===== config.mk =====
export PLATFORM = sky130hd
export DESIGN_NAME = cpu_rst_clken_gen
export DESIGN_NICKNAME = d
export VERILOG_FILES = /design/src/rtl/cpu_rst_clken_gen.sv
export SDC_FILE = /design/constraint.sdc
export NUM_CORES = 1
export LEC_CHECK = 0
export ABC_AREA = 1
export CAP_MARGIN = 25
export CORE_MARGIN = 2
export CORE_UTILIZATION = 40
export CTS_CLUSTER_DIAMETER = 150
export DETAILED_ROUTE_END_ITERATION = 8
export PLACE_DENSITY = 0.66
export SLEW_MARGIN = 5
export SYNTH_ARGS = -nofsm -noshare
export SYNTH_HDL_FRONTEND = slang
export SYNTH_SLANG_ARGS = --single-unit

===== constraint.sdc =====
create_clock -name clk -period 2.4 [get_ports clk]
set_clock_uncertainty 0.1 [all_clocks]
set_input_delay 0.6 -clock clk [delete_from_list [all_inputs] [get_ports clk]]
set_output_delay 0.6 -clock clk [all_outputs]
set_load 0.01 [all_outputs]

===== src/rtl/cpu_rst_clken_gen.sv =====
// Reset sequencer (staggered per-channel release) and clock-enable generator (run/divide/step/halt).
// Optional: define CLKEN_CYCLE_CNT_EN to add the 32-bit en_cycle_cnt pulse counter output.
module cpu_rst_clken_gen #(
  parameter int NUM_CH      = 3,
  parameter int HOLD_CYCLES = 5,
  parameter int STAGGER     = 2,
  parameter int DIV_W       = 8,
  parameter int STEP_W      = 16
) (
  input  logic              clk,
  input  logic              rst,
  input  logic              sw_rst_req,
  input  logic [1:0]        mode,
  input  logic [DIV_W-1:0]  div,
  input  logic              step_req,
  input  logic [STEP_W-1:0] step_count,
  output logic [NUM_CH-1:0] ch_rst_out,
  output logic              ready,
  output logic              clk_en,
  output logic              busy,
  output logic [STEP_W-1:0] steps_left
`ifdef CLKEN_CYCLE_CNT_EN
  ,
  output logic [31:0]       en_cycle_cnt
`endif
);

  localparam int CNT_MAX = (HOLD_CYCLES > STAGGER) ? HOLD_CYCLES : STAGGER;
  localparam int CNT_W   = $clog2(CNT_MAX + 1);
  localparam int IDX_W   = (NUM_CH > 1) ? $clog2(NUM_CH) : 1;
  localparam logic [CNT_W-1:0] HOLD_LAST = CNT_W'(HOLD_CYCLES - 1);
  localparam logic [CNT_W-1:0] STAG_LAST = CNT_W'(STAGGER - 1);
  localparam logic [IDX_W-1:0] LAST_CH   = IDX_W'(NUM_CH - 1);

  localparam logic [1:0] MODE_RUN  = 2'b00;
  localparam logic [1:0] MODE_DIV  = 2'b01;
  localparam logic [1:0] MODE_STEP = 2'b10;

  typedef enum logic [1:0] {HOLD, RELEASE, ACTIVE} state_e;

  state_e            state_q, state_d;
  logic [CNT_W-1:0]  cnt_q, cnt_d;
  logic [IDX_W-1:0]  idx_q, idx_d;
  logic [NUM_CH-1:0] ch_rst_q, ch_rst_d;
  logic              clk_en_q, clk_en_d;
  logic              busy_q, busy_d;
  logic [STEP_W-1:0] steps_q, steps_d;
  logic [DIV_W-1:0]  div_cnt_q, div_cnt_d;

  // A software request behaves exactly like rst: everything returns to the start of HOLD.
  always_ff @(posedge clk) begin
    if (rst || sw_rst_req) begin
      state_q   <= HOLD;
      cnt_q     <= '0;
      idx_q     <= '0;
      ch_rst_q  <= '1;
      clk_en_q  <= 1'b0;
      busy_q    <= 1'b0;
      steps_q   <= '0;
      div_cnt_q <= '0;
    end else begin
      state_q   <= state_d;
      cnt_q     <= cnt_d;
      idx_q     <= idx_d;
      ch_rst_q  <= ch_rst_d;
      clk_en_q  <= clk_en_d;
      busy_q    <= busy_d;
      steps_q   <= steps_d;
      div_cnt_q <= div_cnt_d;
    end
  end

  always_comb begin
    state_d  = state_q;
    cnt_d    = cnt_q;
    idx_d    = idx_q;
    ch_rst_d = ch_rst_q;
    case (state_q)
      HOLD: begin
        if (cnt_q == HOLD_LAST) begin
          cnt_d       = '0;
          ch_rst_d[0] = 1'b0;
          idx_d       = IDX_W'(1);
          state_d     = (NUM_CH == 1) ? ACTIVE : RELEASE;
        end else begin
          cnt_d = cnt_q + CNT_W'(1);
        end
      end
      RELEASE: begin
        if (cnt_q == STAG_LAST) begin
          cnt_d           = '0;
          ch_rst_d[idx_q] = 1'b0;
          if (idx_q == LAST_CH) state_d = ACTIVE;
          else                  idx_d   = idx_q + IDX_W'(1);
        end else begin
          cnt_d = cnt_q + CNT_W'(1);
        end
      end
      ACTIVE:  ;
      default: state_d = HOLD;
    endcase
  end

  // Divide counter and step burst are held cleared whenever their mode is not selected,
  // which gives clear-on-entry and abort-on-exit for free.
  always_comb begin
    clk_en_d  = 1'b0;
    busy_d    = 1'b0;
    steps_d   = '0;
    div_cnt_d = '0;
    if (state_q == ACTIVE) begin
      case (mode)
        MODE_RUN: clk_en_d = 1'b1;
        MODE_DIV: begin
          if (div_cnt_q >= div) clk_en_d  = 1'b1;
          else                  div_cnt_d = div_cnt_q + DIV_W'(1);
        end
        MODE_STEP: begin
          if (busy_q) begin
            clk_en_d = 1'b1;
            steps_d  = (steps_q != '0) ? steps_q - STEP_W'(1) : '0;
            busy_d   = (steps_d != '0);
          end else if (step_req) begin
            steps_d = (step_count == '0) ? STEP_W'(1) : step_count;
            busy_d  = 1'b1;
          end
        end
        default: ;
      endcase
    end
  end

  assign ch_rst_out = ch_rst_q;
  assign ready      = (state_q == ACTIVE);
  assign clk_en     = clk_en_q;
  assign busy       = busy_q;
  assign steps_left = steps_q;

`ifdef CLKEN_CYCLE_CNT_EN
  logic [31:0] en_cnt_q;
  always_ff @(posedge clk) begin
    if (rst || sw_rst_req) en_cnt_q <= '0;
    else if (clk_en_d)     en_cnt_q <= en_cnt_q + 32'd1;
  end
  assign en_cycle_cnt = en_cnt_q;
`endif

endmodule


==> flow_summary.json, run 1 <==
{
  "status": "complete, no violations",
  "crit_family": "simple AND/OR/NAND/NOR gates",
  "post_synth_main_area_contributors": "dfxtp_1 31%, nand2_1 12%, ha_1 9.2%",
  "maxSlewHeadroom": 0.6876,
  "postSynthAreaPerCell_um2": 6.786,
  "register_bit_count_reported_by_yosys": 36,
  "post_synth_and_or_nand_nor_area_fraction": 0.3725,
  "drive_above_1_share": 0.08794,
  "tritoncts": "built",
  "drtPass1Iterations": 4,
  "level_count_of_the_clock_h_tree": 2,
  "global_route.usage.total": 0.1823,
  "synth-compound-area-share": 0.09542,
  "gr-usage-met3": 0.03820,
  "timing.critical_path.slowest_stage_cell": "clkdlybuf4s50_1",
  "fin_worst_hold_slack_ns": 0.3512,
  "setup_repair_after_global_routing_missed_its_margin": "no",
  "wire_length_of_the_first_global_routing_pass_um": 9252,
  "comb_power_share": 0.086,
  "flow.area_growth_from_synthesis_pct": 29.33,
  "floorplan.initialDensity": 0.4189,
  "postRouteWirelength_um": 5377,
  "postCtsHoldBufs": 0,
  "cts.reportedPaths.clkPinSlew_ns": 0.06,
  "grt-busiest-layer": "met2",
  "mostFrequentLayoutCells": "76 x nand2_1, 51 x clkdlybuf4s50_1, 42 x inv_1",
  "switching_share": 0.2173,
  "port_buffers": 51,
  "core_area_um2": 5540,
  "post-place-ws_ns": -0.1563,
  "critical_path_peak_fanout": 8,
  "max-cap-violations": 0,
  "register_area_share_after_synthesis": 0.3105,
  "tritoncts.num_buffers": 5,
  "achievable-frequency_mhz": 456.8,
  "hold_viol": 0,
  "drc": 0,
  "max_stage_delay_on_crit_path_ns": 0.46,
  "timing_worst_slew_pin_value_ns": 0.4669,
  "yosys.cell_types.count": 28,
  "met1_usage": 0.2198,
  "cts_sinks": 36,
  "layout.cells.most_common": "nand2_1",
  "number_of_failing_setup_endpoints_in_the_final_timing_report": 0,
  "global_route.usage.met2": 0.3258,
  "vias_per_cell": 4.870,
  "layout_setup_ws_ns": 0.2108,
  "worst_hold_path_type": "reg -> reg",
  "ir_drop_uv": 334.4,
  "first_global_vias": 2131,
  "dr_total_vias": 2289,
  "die_y_um": 80.18,
  "drt_iter0_markers": 108,
  "crit_path_start_kind": "input pin",
  "total_leakage_power_nw": 1.281,
  "cp.buffers_inverters": 2,
  "power.share.sequential": 0.529,
  "globalRoute.totalOverflow": 0,
  "ant_nets": 0,
  "die_width_um": 80.18,
  "mappedNetlistArea_um2": 2321,
  "worst_setup_path_end_kind": "flip-flop",
  "number_of_antenna_violations_at_the_first_check_in_global_routing": 0,
  "core.rowCount": 27,
  "dpl.cell_count": 462,
  "power.internal_uw": 889.7,
  "grt_max_degree": 28,
  "die_area_um2": 6428,
  "post_synth_fa_ha_maj_area_fraction": 0.09164,
  "cp_data_arrival_time_ns": 2.29,
  "crit_type": "in -> reg",
  "synthesis.yosys.warnings": 0,
  "root_buffer": "clkbuf_8",
  "layoutNonFillerInstCount": 470,
  "power_per_cell_area_nw_per_um2": 378.7,
  "worst-endpoint-required_ns": 2.50,
  "power.net_switching_uw": 246.9,
  "synthesis.nets": 389,
  "cts.path.max_buffers": 2,
  "period_share": 0.9122,
  "insertion_delay_ns": 0.29,
  "routed_wire_length_per_instance_um": 11.44,
  "synthDominantCellAreaShare": 0.3105,
  "final.min_clock_period_ns": 2.189,
  "post-dp-hpwl_um": 4287,
  "insertedDiodeCount": 0,
  "clockPowerShare": 0.386,
  "biggest_area_consumer_among_synthesized_cells": "dfxtp_1",
  "path_cells": "clkdlybuf4s50_1 -> inv_1 -> ha_1 -> a21oi_1 -> o21ai_0 -> nand2_1 -> o2111ai_1 -> or2_4 -> nor3_1",
  "design.final.nets": 444,
  "top_level_ports": 52,
  "finalWeightedCongestion": 0.8503,
  "multiplexer_share_of_the_synthesized_area": 0,
  "synth_xor_area_frac": 0.03396,
  "main_combinational_cell_family_by_area_after_synthesis": "simple AND/OR/NAND/NOR gates",
  "synthesis.instances": 342,
  "timing_max_transition_violations_final": 0
}
-- worst min-delay path: stages (launching register included) --
cell and delay [ns]:
dfxtp_1 0.31, nand2_1 0.06, nand2_1 0.04
-- routing by layer --
| metal | vias up | wire (µm) |
|---|---|---|
| li1 | 1224 | - |
| met1 | 1018 | 2446 |
| met2 | 39 | 2628 |
| met3 | 8 | 235 |
| met4 | 0 | 67 |
| met5 | - | 0 |
-- flip-flops by register name, summed over array words and instances, names as in the netlist --
| register | flops |
|---|---|
| div_cnt_q | 8 |
| cnt_q | 3 |
| ch_rst_out | 3 |
| state_q | 2 |
| clk_en | 1 |
| busy | 1 |
| steps_left | 16 |
| idx_q | 2 |
-- power groups by stage --
stage	Clock [mW]	Combinational [mW]	Sequential [mW]
final	0.438	0.0974	0.601
after global routing	0.482	0.109	0.601
after CTS	0.459	0.0983	0.601
after detailed placement	0	0.0980	0.614
after global placement	0	0.0968	0.614
after floorplan	0	0.0345	0.614
-- area by class of cell --
| type | count | area, µm² |
|---|---|---|
| Multi-Input combinational cell | 252 | 1380 |
| Sequential cell | 36 | 720.7 |
| Clock buffer | 8 | 90.09 |
| Tap cell | 72 | 90.09 |
| Inverter | 46 | 172.7 |
| Timing Repair Buffer | 56 | 548.0 |
| Fill cell | 554 | 2539 |
-- cell usage after synthesis --
cell type / count
nand2_2: 4
nor3b_2: 2
buf_2: 4
xor2_1: 5
or2_1: 1
nor3_1: 7
a22oi_1: 1
o21ai_0: 10
a31oi_1: 1
inv_2: 4
nand3_2: 1
nor2_2: 8
o2111ai_1: 1
o21bai_1: 2
nand3_1: 34
dfxtp_1: 36
clkbuf_1: 2
a21oi_2: 1
inv_1: 42
nor4_1: 4
nand2_1: 76
nand4_1: 12
nor2_1: 33
nor2_4: 3
xnor2_1: 4
a21oi_1: 25
buf_6: 2
ha_1: 17
-- stage by stage --
stage          instance area, µm²  utilization  power (mW)  setup TNS (ns)
6_report                     3002       0.5418       1.137               0
3_5_place_dp                 2909       0.5251      0.7124          -1.031
3_3_place_gp                 2909       0.5251      0.7111         -0.3265
5_1_grt                      3002       0.5418       1.192               0
2_1_floorplan                2321            -      0.6485               0
4_1_cts                      2999       0.5413       1.158               0
-- cells by family (layout without fill, tap and decap cells) --
kind of cell / Yosys count / after routing
and+or+nand+nor: 185 / 185
buffers and inverters: 54 / 110
AOI/OAI and AO/OA: 41 / 41
DFF: 36 / 36
adders and majority gates: 17 / 17
xor gates and xnor gates: 9 / 9
-- worst paths after layout --
kind	startpoint	endpoint	slack, ns	depth (start not counted)
min reg2reg	ch_rst_out[0]	ch_rst_out[0]	0.35	2
max reg2reg	steps_left[0]	busy	0.24	11
min	ch_rst_out[0]	ch_rst_out[0]	0.35	2
max	div[3]	div_cnt_q[2]	0.21	9
-- repair_timing --
item | 4_1_cts | 5_1_grt
setup buffers | 0 | 0
gates resized for setup | 0 | 1
endpoints found under the setup margin | 0 | 2
endpoints found under the hold margin | 0 | 0
Note: power is estimated with default switching activity, not from simulation.
==> run 2, diff against run 1 <==
--- a/config.mk
+++ b/config.mk
@@ -6,6 +6,7 @@
 export NUM_CORES = 1
 export LEC_CHECK = 0
 export ABC_AREA = 1
+export ABC_CLOCK_PERIOD_IN_PS = 2400
 export CAP_MARGIN = 25
 export CORE_MARGIN = 2
 export CORE_UTILIZATION = 40
==> results of run 2 <==
No change in the layout: final DEF, timing and power equal those of run 1.
==> run 3, diff against run 2 <==
--- a/config.mk
+++ b/config.mk
@@ -6,11 +6,10 @@
 export NUM_CORES = 1
 export LEC_CHECK = 0
 export ABC_AREA = 1
-export ABC_CLOCK_PERIOD_IN_PS = 2400
 export CAP_MARGIN = 25
-export CORE_MARGIN = 2
 export CORE_UTILIZATION = 40
 export CTS_CLUSTER_DIAMETER = 150
+export CTS_CLUSTER_SIZE = 40
 export DETAILED_ROUTE_END_ITERATION = 8
 export PLACE_DENSITY = 0.66
 export SLEW_MARGIN = 5
==> run 3 against run 2 <==
Effect of this change: worst setup slack better by 0.040 ns; sequential share of layout area down 0.14 points; sequential cell count unchanged; utilization is 0.32 points higher; wire length up 2.9%; highest routed layer unchanged; count of clock-buffer cells in the layout shrank 2; final cell count did not move; die area decreased by 4.9%; largest cell class unchanged; register-to-register slack improved by 0.10 ns.
==> flow_summary.json, run 3 (same netlist as run 1, synthesis figures left out) <==
{
  "status": "complete, no violations",
  "cts_setup_buffers": 0,
  "finish.utilization": 0.5449,
  "die_width_um": 78.18,
  "number_of_antenna_violations_at_the_first_check_in_global_routing": 0,
  "max_stage_delay_on_crit_path_ns": 0.45,
  "dr_total_vias": 2325,
  "grt_max_degree": 23,
  "layout.cells.most_common": "nand2_1",
  "total_leakage_power_nw": 1.290,
  "multiInputGateArea_um2": 1380,
  "mostFrequentLayoutCells": "76 x nand2_1, 51 x clkdlybuf4s50_1, 42 x inv_1",
  "postCtsHoldBufs": 0,
  "totalNegativeSetupSlack_ns": 0,
  "die_y_um": 78.18,
  "drt_iter0_markers": 145,
  "seq_area_um2": 720.7,
  "number_of_failing_setup_endpoints_in_the_final_timing_report": 0,
  "worst-endpoint-required_ns": 2.51,
  "timing.critical_path.depth": 9,
  "crit_path_start_kind": "input pin",
  "achievable-frequency_mhz": 465.4,
  "hold_viol": 0,
  "ant_nets": 0,
  "timing.critical_path.slowest_stage_cell": "clkdlybuf4s50_1",
  "cp_data_arrival_time_ns": 2.26,
  "cts.reportedPaths.clkPinSlew_ns": 0.07,
  "cts.path.max_buffers": 2,
  "level_count_of_the_clock_h_tree": 2,
  "power_per_cell_area_nw_per_um2": 407.4,
  "fillers": 568,
  "ir_drop_uv": 413.2,
  "insertion_delay_ns": 0.29,
  "setup_repair_after_global_routing_missed_its_margin": "no",
  "maxSlewHeadroom": 0.7213,
  "crit_family": "simple AND/OR/NAND/NOR gates",
  "insertedDiodeCount": 0,
  "globalRoute.totalOverflow": 0,
  "finalWeightedCongestion": 0.8693,
  "drtPass1Iterations": 4,
  "wire_length_of_the_first_global_routing_pass_um": 9487,
  "post-dp-hpwl_um": 4366,
  "worst_setup_path_end_kind": "flip-flop",
  "rr_worst_depth": 12,
  "tritoncts.num_buffers": 5,
  "top_level_ports": 52,
  "critical_path_peak_fanout": 8,
  "root_buffer": "clkbuf_8",
  "design.final.nets": 444,
  "cp.buffers_inverters": 2,
  "number_of_cells_upsized_or_downsized_after_cts": 0,
  "core_area_um2": 5540,
  "drc": 0,
  "global_route.usage.total": 0.1953,
  "timing_worst_slew_pin_value_ns": 0.4142,
  "drive_above_1_share": 0.09045,
  "final.min_clock_period_ns": 2.149,
  "whs_path_depth": 2,
  "max-cap-violations": 0,
  "first_global_vias": 2166,
  "period_share": 0.8954,
  "largest_register_ffs": 16,
  "crit_type": "in -> reg",
  "flow.area_growth_from_synthesis_pct": 30.08,
  "tritoncts": "built",
  "timing_max_transition_violations_final": 0,
  "worst_hold_path_type": "reg -> reg",
  "core.rowCount": 27,
  "path_cells": "clkdlybuf4s50_1 -> inv_1 -> ha_1 -> a21oi_1 -> o21ai_0 -> nand2_1 -> o2111ai_1 -> or2_4 -> nor3_1",
  "port_buffers": 51,
  "postRouteWirelength_um": 5532,
  "die_area_um2": 6111,
  "vias_per_cell": 4.947,
  "cts_sinks": 36,
  "floorplan.initialDensity": 0.4189,
  "routed_wire_length_per_instance_um": 11.77
}
-- run 3: changes by cell type in the layout (fill, tap and decap cells not counted), sizes merged --
cell | before | now
clkbuf | 8 | 6
bufinv | 0 | 1
clkinv | 0 | 1
-- run 3: area by class of cell --
type                       instances  area share
multi-input combinational        252      0.4571
sequential                        36      0.2387
timing repair buffer              56      0.1815
inverter                          46     0.05719
tap                               72     0.02984
clock buffer                       6     0.02404
clock inverter                     2     0.01160
-- run 3: path summary, 6_finish.rpt --
path                      start            end  slack (ns)
hold reg to reg   ch_rst_out[1]  ch_rst_out[1]        0.34
setup reg to reg  steps_left[0]           busy        0.34
hold / removal    ch_rst_out[1]  ch_rst_out[1]        0.34
setup / recovery         div[3]   div_cnt_q[2]        0.25
-- run 3: power by group --
group	total [mW]	switching (mW)	leakage [nW]	internal, mW
sequential	0.601	0.00193	0.290	0.599
combinational	0.0988	0.0418	0.944	0.0570
clock	0.530	0.222	0.0552	0.308
total	1.23	0.266	1.29	0.964
-- run 3: per-layer routing --
metal	vias to the layer above	share of wire	track usage
li1	1229	-	-
met1	1055	0.47	0.2411
met2	34	0.49	0.3377
met3	7	0.030	0.04651
met4	0	0.011	0.05185
met5	-	0	0
-- run 3: tightest hold or removal path, stage by stage, from the launching register on --
cell and delay (ns):
dfxtp_1 0.31, nand2_1 0.06, nand2_1 0.04
-- run 3: through the flow --
step | hold slack (ns) | instance area, µm² | total power [mW] | setup WS (ns) | instances
after detailed placement | 0.3331 | 2909 | 0.7134 | -0.1240 | 462
after floorplan | 0.3545 | 2321 | 0.6485 | 0.4664 | 342
after global placement | 0.3323 | 2909 | 0.7117 | -0.05605 | 462
after global routing | 0.3812 | 3019 | 1.285 | 0.08283 | 470
after CTS | 0.3486 | 3017 | 1.241 | 0.1762 | 470
final | 0.3431 | 3019 | 1.230 | 0.2511 | 470
